==> src/rtl/run_ctrl.sv <==
// run_ctrl: run sequencer between the external req/ack handshake and the
// processor core. A rising edge on req picks a program slot, holds the
// core in reset for RST_CYC cycles, releases it, counts execution cycles,
// enforces a watchdog and returns ack with a status code.
//
// Handshake: a run starts on a rising edge of req (req high now, low on
// the previous clock) seen while idle or finished; req is ignored while
// busy. ack rises when the run ends and stays high until the next start
// event, and a falling req does not clear it. There is no ready/backpressure
// on either side: core_done is a level the core raises when finished.
//
// All outputs are registered. The FSM state is kept in the signal 'state'
// so checkers can bind to it directly.
module run_ctrl #(
    parameter int T       = 10,
    parameter int NPROG   = 4,
    parameter int SW      = 2,
    parameter int CW      = 16,
    parameter int RST_CYC = 2,
    parameter int TIMEOUT = 1000
) (
    input  logic               clk,
    input  logic               init,
    input  logic               req,
    input  logic [SW-1:0]      prog_sel,
    input  logic [NPROG*T-1:0] base_addrs,
    input  logic               core_done,
    output logic               core_reset,
    output logic [T-1:0]       start_pc,
    output logic               busy,
    output logic               ack,
    output logic [1:0]         status,
    output logic [CW-1:0]      cycles
);

    // Width of the launch down-counter, large enough to hold RST_CYC.
    localparam int LW = $clog2(RST_CYC + 1);

    localparam logic [LW-1:0] LAUNCH_LOAD = LW'(RST_CYC);
    localparam logic [LW-1:0] LAUNCH_LAST = LW'(1);
    localparam logic [CW:0]   TIMEOUT_V   = (CW+1)'(TIMEOUT);
    localparam logic [SW:0]   NPROG_V     = (SW+1)'(NPROG);
    localparam logic [CW-1:0] CYC_MAX     = '1;

    localparam logic [1:0] ST_OK      = 2'b00;
    localparam logic [1:0] ST_TIMEOUT = 2'b01;
    localparam logic [1:0] ST_BADSEL  = 2'b10;

    typedef enum logic [2:0] {
        IDLE   = 3'd0,
        LAUNCH = 3'd1,
        RUN    = 3'd2,
        DONE   = 3'd3,
        FAULT  = 3'd4
    } state_t;

    state_t          state;
    state_t          state_d;

    logic            req_q;
    // Set once req has been seen low since init, so a request held high
    // straight through a reset cannot start a run on its own.
    logic            armed;
    logic            start_evt;

    logic [LW-1:0]   launch_cnt;
    logic [LW-1:0]   launch_cnt_d;

    logic            sel_ok;
    logic [T-1:0]    sel_pc;
    logic [CW:0]     cyc_inc;
    logic [CW-1:0]   cyc_sat;
    logic            timeout_hit;

    logic            core_reset_d;
    logic [T-1:0]    start_pc_d;
    logic            busy_d;
    logic            ack_d;
    logic [1:0]      status_d;
    logic [CW-1:0]   cycles_d;

    assign start_evt = req & ~req_q & armed;

    // Slot decode: validity check and entry-PC mux (NPROG need not be 2**SW).
    always_comb begin
        sel_ok = ({1'b0, prog_sel} < NPROG_V);
        sel_pc = '0;
        for (int k = 0; k < NPROG; k++) begin
            if (prog_sel == SW'(k)) begin
                sel_pc = base_addrs[k*T +: T];
            end
        end
    end

    // Cycle counter arithmetic: saturating increment and watchdog compare.
    // The compare is one bit wider than the counter so it cannot wrap.
    always_comb begin
        cyc_inc     = {1'b0, cycles} + 1'b1;
        cyc_sat     = (cycles == CYC_MAX) ? cycles : cyc_inc[CW-1:0];
        timeout_hit = (TIMEOUT != 0) && (cyc_inc == TIMEOUT_V);
    end

    // Next-state and next-output logic; outputs follow the next state.
    always_comb begin
        state_d      = state;
        launch_cnt_d = launch_cnt;
        start_pc_d   = start_pc;
        ack_d        = ack;
        status_d     = status;
        cycles_d     = cycles;

        case (state)
            IDLE, DONE, FAULT: begin
                if (start_evt) begin
                    cycles_d = '0;
                    if (sel_ok) begin
                        start_pc_d   = sel_pc;
                        ack_d        = 1'b0;
                        status_d     = ST_OK;
                        launch_cnt_d = LAUNCH_LOAD;
                        state_d      = LAUNCH;
                    end else begin
                        start_pc_d = '0;
                        ack_d      = 1'b1;
                        status_d   = ST_BADSEL;
                        state_d    = FAULT;
                    end
                end
            end
            LAUNCH: begin
                launch_cnt_d = launch_cnt - 1'b1;
                if (launch_cnt == LAUNCH_LAST) begin
                    state_d = RUN;
                end
            end
            RUN: begin
                // The cycle in which core_done is seen is itself counted,
                // and a done in the same cycle as the watchdog wins.
                cycles_d = cyc_sat;
                if (core_done) begin
                    ack_d    = 1'b1;
                    status_d = ST_OK;
                    state_d  = DONE;
                end else if (timeout_hit) begin
                    ack_d    = 1'b1;
                    status_d = ST_TIMEOUT;
                    state_d  = FAULT;
                end
            end
            default: begin
                state_d = IDLE;
            end
        endcase

        busy_d       = (state_d == LAUNCH) || (state_d == RUN);
        core_reset_d = (state_d != RUN);
    end

    // State and output registers; init overrides everything, even mid-run.
    always_ff @(posedge clk) begin
        if (init) begin
            state      <= IDLE;
            req_q      <= 1'b0;
            armed      <= 1'b0;
            launch_cnt <= '0;
            core_reset <= 1'b1;
            start_pc   <= '0;
            busy       <= 1'b0;
            ack        <= 1'b0;
            status     <= ST_OK;
            cycles     <= '0;
        end else begin
            state      <= state_d;
            req_q      <= req;
            armed      <= armed | ~req;
            launch_cnt <= launch_cnt_d;
            core_reset <= core_reset_d;
            start_pc   <= start_pc_d;
            busy       <= busy_d;
            ack        <= ack_d;
            status     <= status_d;
            cycles     <= cycles_d;
        end
    end

endmodule

==> config.mk <==
export PLATFORM = sky130hd
export DESIGN_NAME = run_ctrl
export DESIGN_NICKNAME = d
export VERILOG_FILES = /design/src/rtl/run_ctrl.sv
export SDC_FILE = /design/constraint.sdc
export NUM_CORES = 1
export LEC_CHECK = 0
export ABC_AREA = 0
export BUFFER_PORTS_ARGS = -buffer_cell sky130_fd_sc_hd__buf_2
export CORE_MARGIN = 3
export CORE_UTILIZATION = 45
export DETAILED_ROUTE_END_ITERATION = 10
export GPL_TIMING_DRIVEN = 0
export PLACE_DENSITY_LB_ADDON = 0.15
export SLEW_MARGIN = 20
export SYNTH_ARGS = -nofsm -noshare
export SYNTH_HDL_FRONTEND = slang
export SYNTH_SLANG_ARGS = --single-unit
==> constraint.sdc <==
create_clock -name clk -period 1.96 [get_ports clk]
set_clock_uncertainty 0.15 [all_clocks]
set_input_delay 0.098 -clock clk [delete_from_list [all_inputs] [get_ports clk]]
set_output_delay 0.098 -clock clk [all_outputs]
set_load 0.03 [all_outputs]
=== Word level (Yosys, flattened, before mapping) ===
Index checks and enable logic that the tools add are counted.
W data, S select, Z words.

* Input bits: 46
* Register bits after elaboration: 38
* Output and inout bits: 31

* Multiplexer cells: 22
* Eq/ne operators: 16
* Add/subtract/negate cells: 2
* Bitwise logic cells: 5
* Reduce and logical (&&, ||, !) cells: 10

{| class="wikitable"
|+ Operator list
! operator !! number
|-
| $mux W10 || 4
|-
| $mux W16 || 2
|-
| $pmux W16 S2 || 1
|-
| $add A16 B1 Y17 const B || 1
|-
| $eq A17 B10 Y1 const B || 1
|-
| $eq A16 B16 Y1 const B || 1
|-
| $mux W3 || 4
|-
| $eq A3 B2 Y1 const B || 3
|-
| $pmux W3 S3 || 1
|-
| $mux W2 || 4
|-
| $pmux W2 S2 || 2
|-
| $eq A3 B1 Y1 const B || 2
|-
| $reduce_and A3 Y1 || 2
|-
| $eq A2 B1 Y1 const B || 2
|-
| $eq A2 B2 Y1 const B || 2
|-
| $ne A2 B2 Y1 const B || 2
|-
| $reduce_and A2 Y1 || 2
|-
| $reduce_bool A2 Y1 || 2
|-
| $eq A3 B3 Y1 const B || 1
|-
| $logic_not A3 Y1 || 1
|-
| $mux W1 || 3
|-
| $ne A3 B2 Y1 const B || 1
|-
| $ne A3 B3 Y1 const B || 1
|-
| $reduce_or A3 Y1 || 1
|-
| 7 further kinds || 9
|}

=== Depth between registers and ports, before layout ===
* Depth after elaboration: 7
* Mapped depth: 8
* Depth with buffers taken out: 8

=== Worst setup path after synthesis ===
Ideal clock, no wire load.

* Kind: reg-to-reg
* Start: register cycles[0]
* End: register busy
* Stages on the path, launching flop included: 9
* Data arrival time: 2020 ps
* Setup slack: -324 ps
* Period minus slack after synthesis: 2284 ps
* Library setup time: 114 ps
* Required time: 1696 ps
* Cell sequence: dfxtp_1 -> ha_1 -> and2_1 -> buf_2 -> and3_1 -> xnor2_1 -> nor3_1 -> nand4b_4 -> a21bo_1

* Cells in the longest elaborated chain, start to end: 7

{| class="wikitable"
|+ RTL lines
! item !! line !! text
|-
| start: declaration || 33 || <nowiki>output logic [CW-1:0] cycles</nowiki>
|-
| start signal: assignment || 182 || <nowiki>cycles <= cycles_d;</nowiki>
|-
| $add A16 B1 Y17 (*) || 98 || <nowiki>cyc_inc = {1'b0, cycles} + 1'b1;</nowiki>
|-
| $eq A17 B10 Y1 (*) || 100 || <nowiki>timeout_hit = (TIMEOUT != 0) && (cyc_inc == TIMEOUT_V);</nowiki>
|-
| $mux W3 (*) || 144 || <nowiki>end else if (timeout_hit) begin</nowiki>
|-
| $mux W3 (*) || 140 || <nowiki>if (core_done) begin</nowiki>
|-
| $pmux W3 S3 (*) || 112 || <nowiki>case (state)</nowiki>
|-
| $eq A3 B1 Y1 or $eq A3 B2 Y1 (tied branches) || 155 || <nowiki>busy_d = (state_d == LAUNCH) || (state_d == RUN);</nowiki>
|-
| $logic_or A1 B1 Y1 (*) || 155 ||
|-
| end signal: assignment || 179 || <nowiki>busy <= busy_d;</nowiki>
|-
| end: declaration || 30 || <nowiki>output logic busy,</nowiki>
|}

Every way passes the cells marked *; elsewhere a longest branch is shown, timed or not.
A chain may end at the register's enable or synchronous reset.

=== Worst setup path in the final report ===
* Start: register cycles[8]
* End: register busy

The elaborated chain is that of the path after synthesis.

==> metrics.txt <==
FMAX=slightly above 500 MHz; Syn Area/Cell=8.52 µm²; CP max FO=7; Max transition margin=63.7%; clock sinks=37; GP Congestion=0.831; Leakage=1.33 nW; H-Tree Depth=2; worst hold-check path type=input pin to flip-flop; Post-synth EDFFs=0; Hold WS=about 10 ps; vias in the first global route=2,326; DPL Wire Length=4.46 mm; Clk pin slew, worst setup/hold paths=70 ps; compound-cell area share of the yosys netlist=between 10% and 20%; period utilization=99.0%; Worst setup EP type=flip-flop; Detail Route Antenna Nets=0; die area=0.00586 mm²; share of cells above drive strength 1=44.8%; worst-skew pair later-pin latency=290 ps; crit path kind=flip-flop to flip-flop; max-slew violations=0; Synth top area share=33.1%; Wirelength per Cell=15.2 µm; Inserted Diodes=0; maximum VDD drop=between 0.3 and 0.4 mV; RSZ-0062 raised after global routing=yes; drt via density=5.56; Yosys warnings=0; CTS root buf=clkbuf_8; minimum clock period=1940 ps; synthesized cell area=0.00224 mm²; area leader, netlist=dfxtp_1; first-pass GRT wire length=10.5 mm; largest family of logic cells by synthesized area=simple AND/OR/NAND/NOR gates; Finish-stage setup viols=0; Worst-Margin Slew=about 540 ps; Post-Route Utilization=about two thirds; Initial DRC Count=approximately 180; post-synthesis mux area share=10.5%; initial antenna violation count=0; drt total wl=6.45 mm; Die Y=between 70 and 80 µm; post-layout instance area=~0.003 mm²; DRC errors left=0; core area=0.00475 mm²; Port Buffers=72; Post-Synth Adder-Cell Area=between 1.5 and 2%; Synth-to-Final Area Change=37.7%; count of final hold-check violations=0; GRT Resource Usage Total=22.0%; count leader, synth=dfxtp_1; synthesized netlist cell count=around 260; register area share after synthesis=33.1%; Mapped Nets=around 310; Starting Density=about 47%; Num CTS Buffers=5; pin count of the biggest net entering global routing=12; leading register cell type out of synthesis=dfxtp_1; Synth Register Bits=37; Synth async-reset ratio=0%; crit path DAT=1980 ps; Die X=between 70 and 80 µm; worst endpoint required time=approximately 2000 ps; top post-synthesis cells by area=dfxtp_1 33%, mux4_2 10%, a21oi_1 6.3%; Cell Pwr Density=497 mW/mm²; Non-Filler Instances=between 400 and 500; via count=2,358; Max Buffers Root-to-Sink=2; row cnt=25; I/O pin count=77; drt pass-1 iters=4; xor and xnor area share after synthesis=between 3 and 4%; grt total ovfl=0; outcome=finished clean; most frequent cells after synthesis=37 x dfxtp_1, 36 x nand2_1, 28 x a21oi_1; CP startpoint kind=flip-flop; Inst Count DP=around 400; simple-gate share of the synthesized area=26.7%; maxcap violations=0; CTS tree=yes; Synth cell types=54; final net count=just over 400; area post-placement=0.00276 mm²
## routing by layer
metal  vias to the layer above  routed length (µm)  GRT usage [%]
met5                         -                   0              0
met4                         0                  78           5.62
met3                        11                 481           6.15
li1                       1148                   -              -
met2                       103                3330           41.0
met1                      1096                2560           24.4
## through the flow
| step | total power, W | worst slack, ps | setup TNS [ps] |
|---|---|---|---|
| final | 0.00153 | 19.5 | 0 |
| after detailed placement | 0.00103 | -360 | -6210 |
| after global routing | 0.00160 | -79.2 | -297 |
| after CTS | 0.00154 | 4.48 | 0 |
| after global placement | 0.00102 | -314 | -4840 |
| after floorplan | 0.000944 | -36.9 | -40.3 |
## state kept, by name, summed over array words and instances, names as in the netlist, 2 cells and up
name        flops
cycles         16
launch_cnt      2
start_pc       10
state           3
## logic make-up (layout without fill, tap and decap cells)
| family | count (synthesis) | after routing |
|---|---|---|
| other | 1 | 1 |
| muxes | 11 | 11 |
| AOI/OAI and AO/OA | 66 | 66 |
| buffers and inverters | 23 | 117 |
| DFF | 37 | 37 |
| adders and majority gates | 3 | 3 |
| and+or+nand+nor | 113 | 113 |
| xor gates and xnor gates | 9 | 9 |
## report_power, final
part	internal, W	switching [W]	total (W)
Clock	0.000242	0.000277	0.000519
Combinational	0.000115	0.000130	0.000245
Sequential	0.000760	0.0000100	0.000770
Total	0.00112	0.000417	0.00153
## worst max-delay path, cell delays in order, from the launching register on
cell	delay, ps
dfxtp_2	420
nand2_2	150
nor4_4	400
mux2i_1	120
o21a_1	190
nand4b_4	210
a21bo_1	200
## repair_timing
item	in CTS	in global routing
endpoints found under the hold margin	4	0
pin swaps	7	10
resized for setup	20	19
endpoints found under the setup margin	30	29
buffers inserted	13	4
hold buffers	3	0
## layout by cell type, fill, tap and decap left out, types with 4 or more instances in the layout
master and n:
nor3_1 9, nor2_1 23, nand2_1 35, dfxtp_4 9
nand4_1 7, buf_6 4, clkbuf_2 4, clkbuf_8 5
a311oi_1 7, nand3_1 5, o21ai_0 10, xor2_1 4
clkbuf_1 4, buf_2 74, a21oi_1 27, buf_4 18
xnor2_1 4, dfxtp_1 23, mux4_2 10, dfxtp_2 5
## area by class of cell
type / count / area [µm²]
Clock buffer: 6 / 72.6
Inverter: 3 / 11.3
Clock inverter: 1 / 5.00
Tap cell: 67 / 83.8
Timing Repair Buffer: 92 / 522
Multi-Input combinational cell: 203 / 1520
Sequential cell: 37 / 781
Fill cell: 422 / 1670
Buffer: 15 / 93.8
## final timing paths
check,slack [ps],end,depth (start not counted),startpoint
worst max register to register,20,busy,6,cycles[8]
worst min-delay path,10,core_reset,3,core_done
worst max-delay path,20,busy,6,cycles[8]
worst min register to register,300,armed,2,armed
Note: power is estimated with default switching activity, not from simulation.
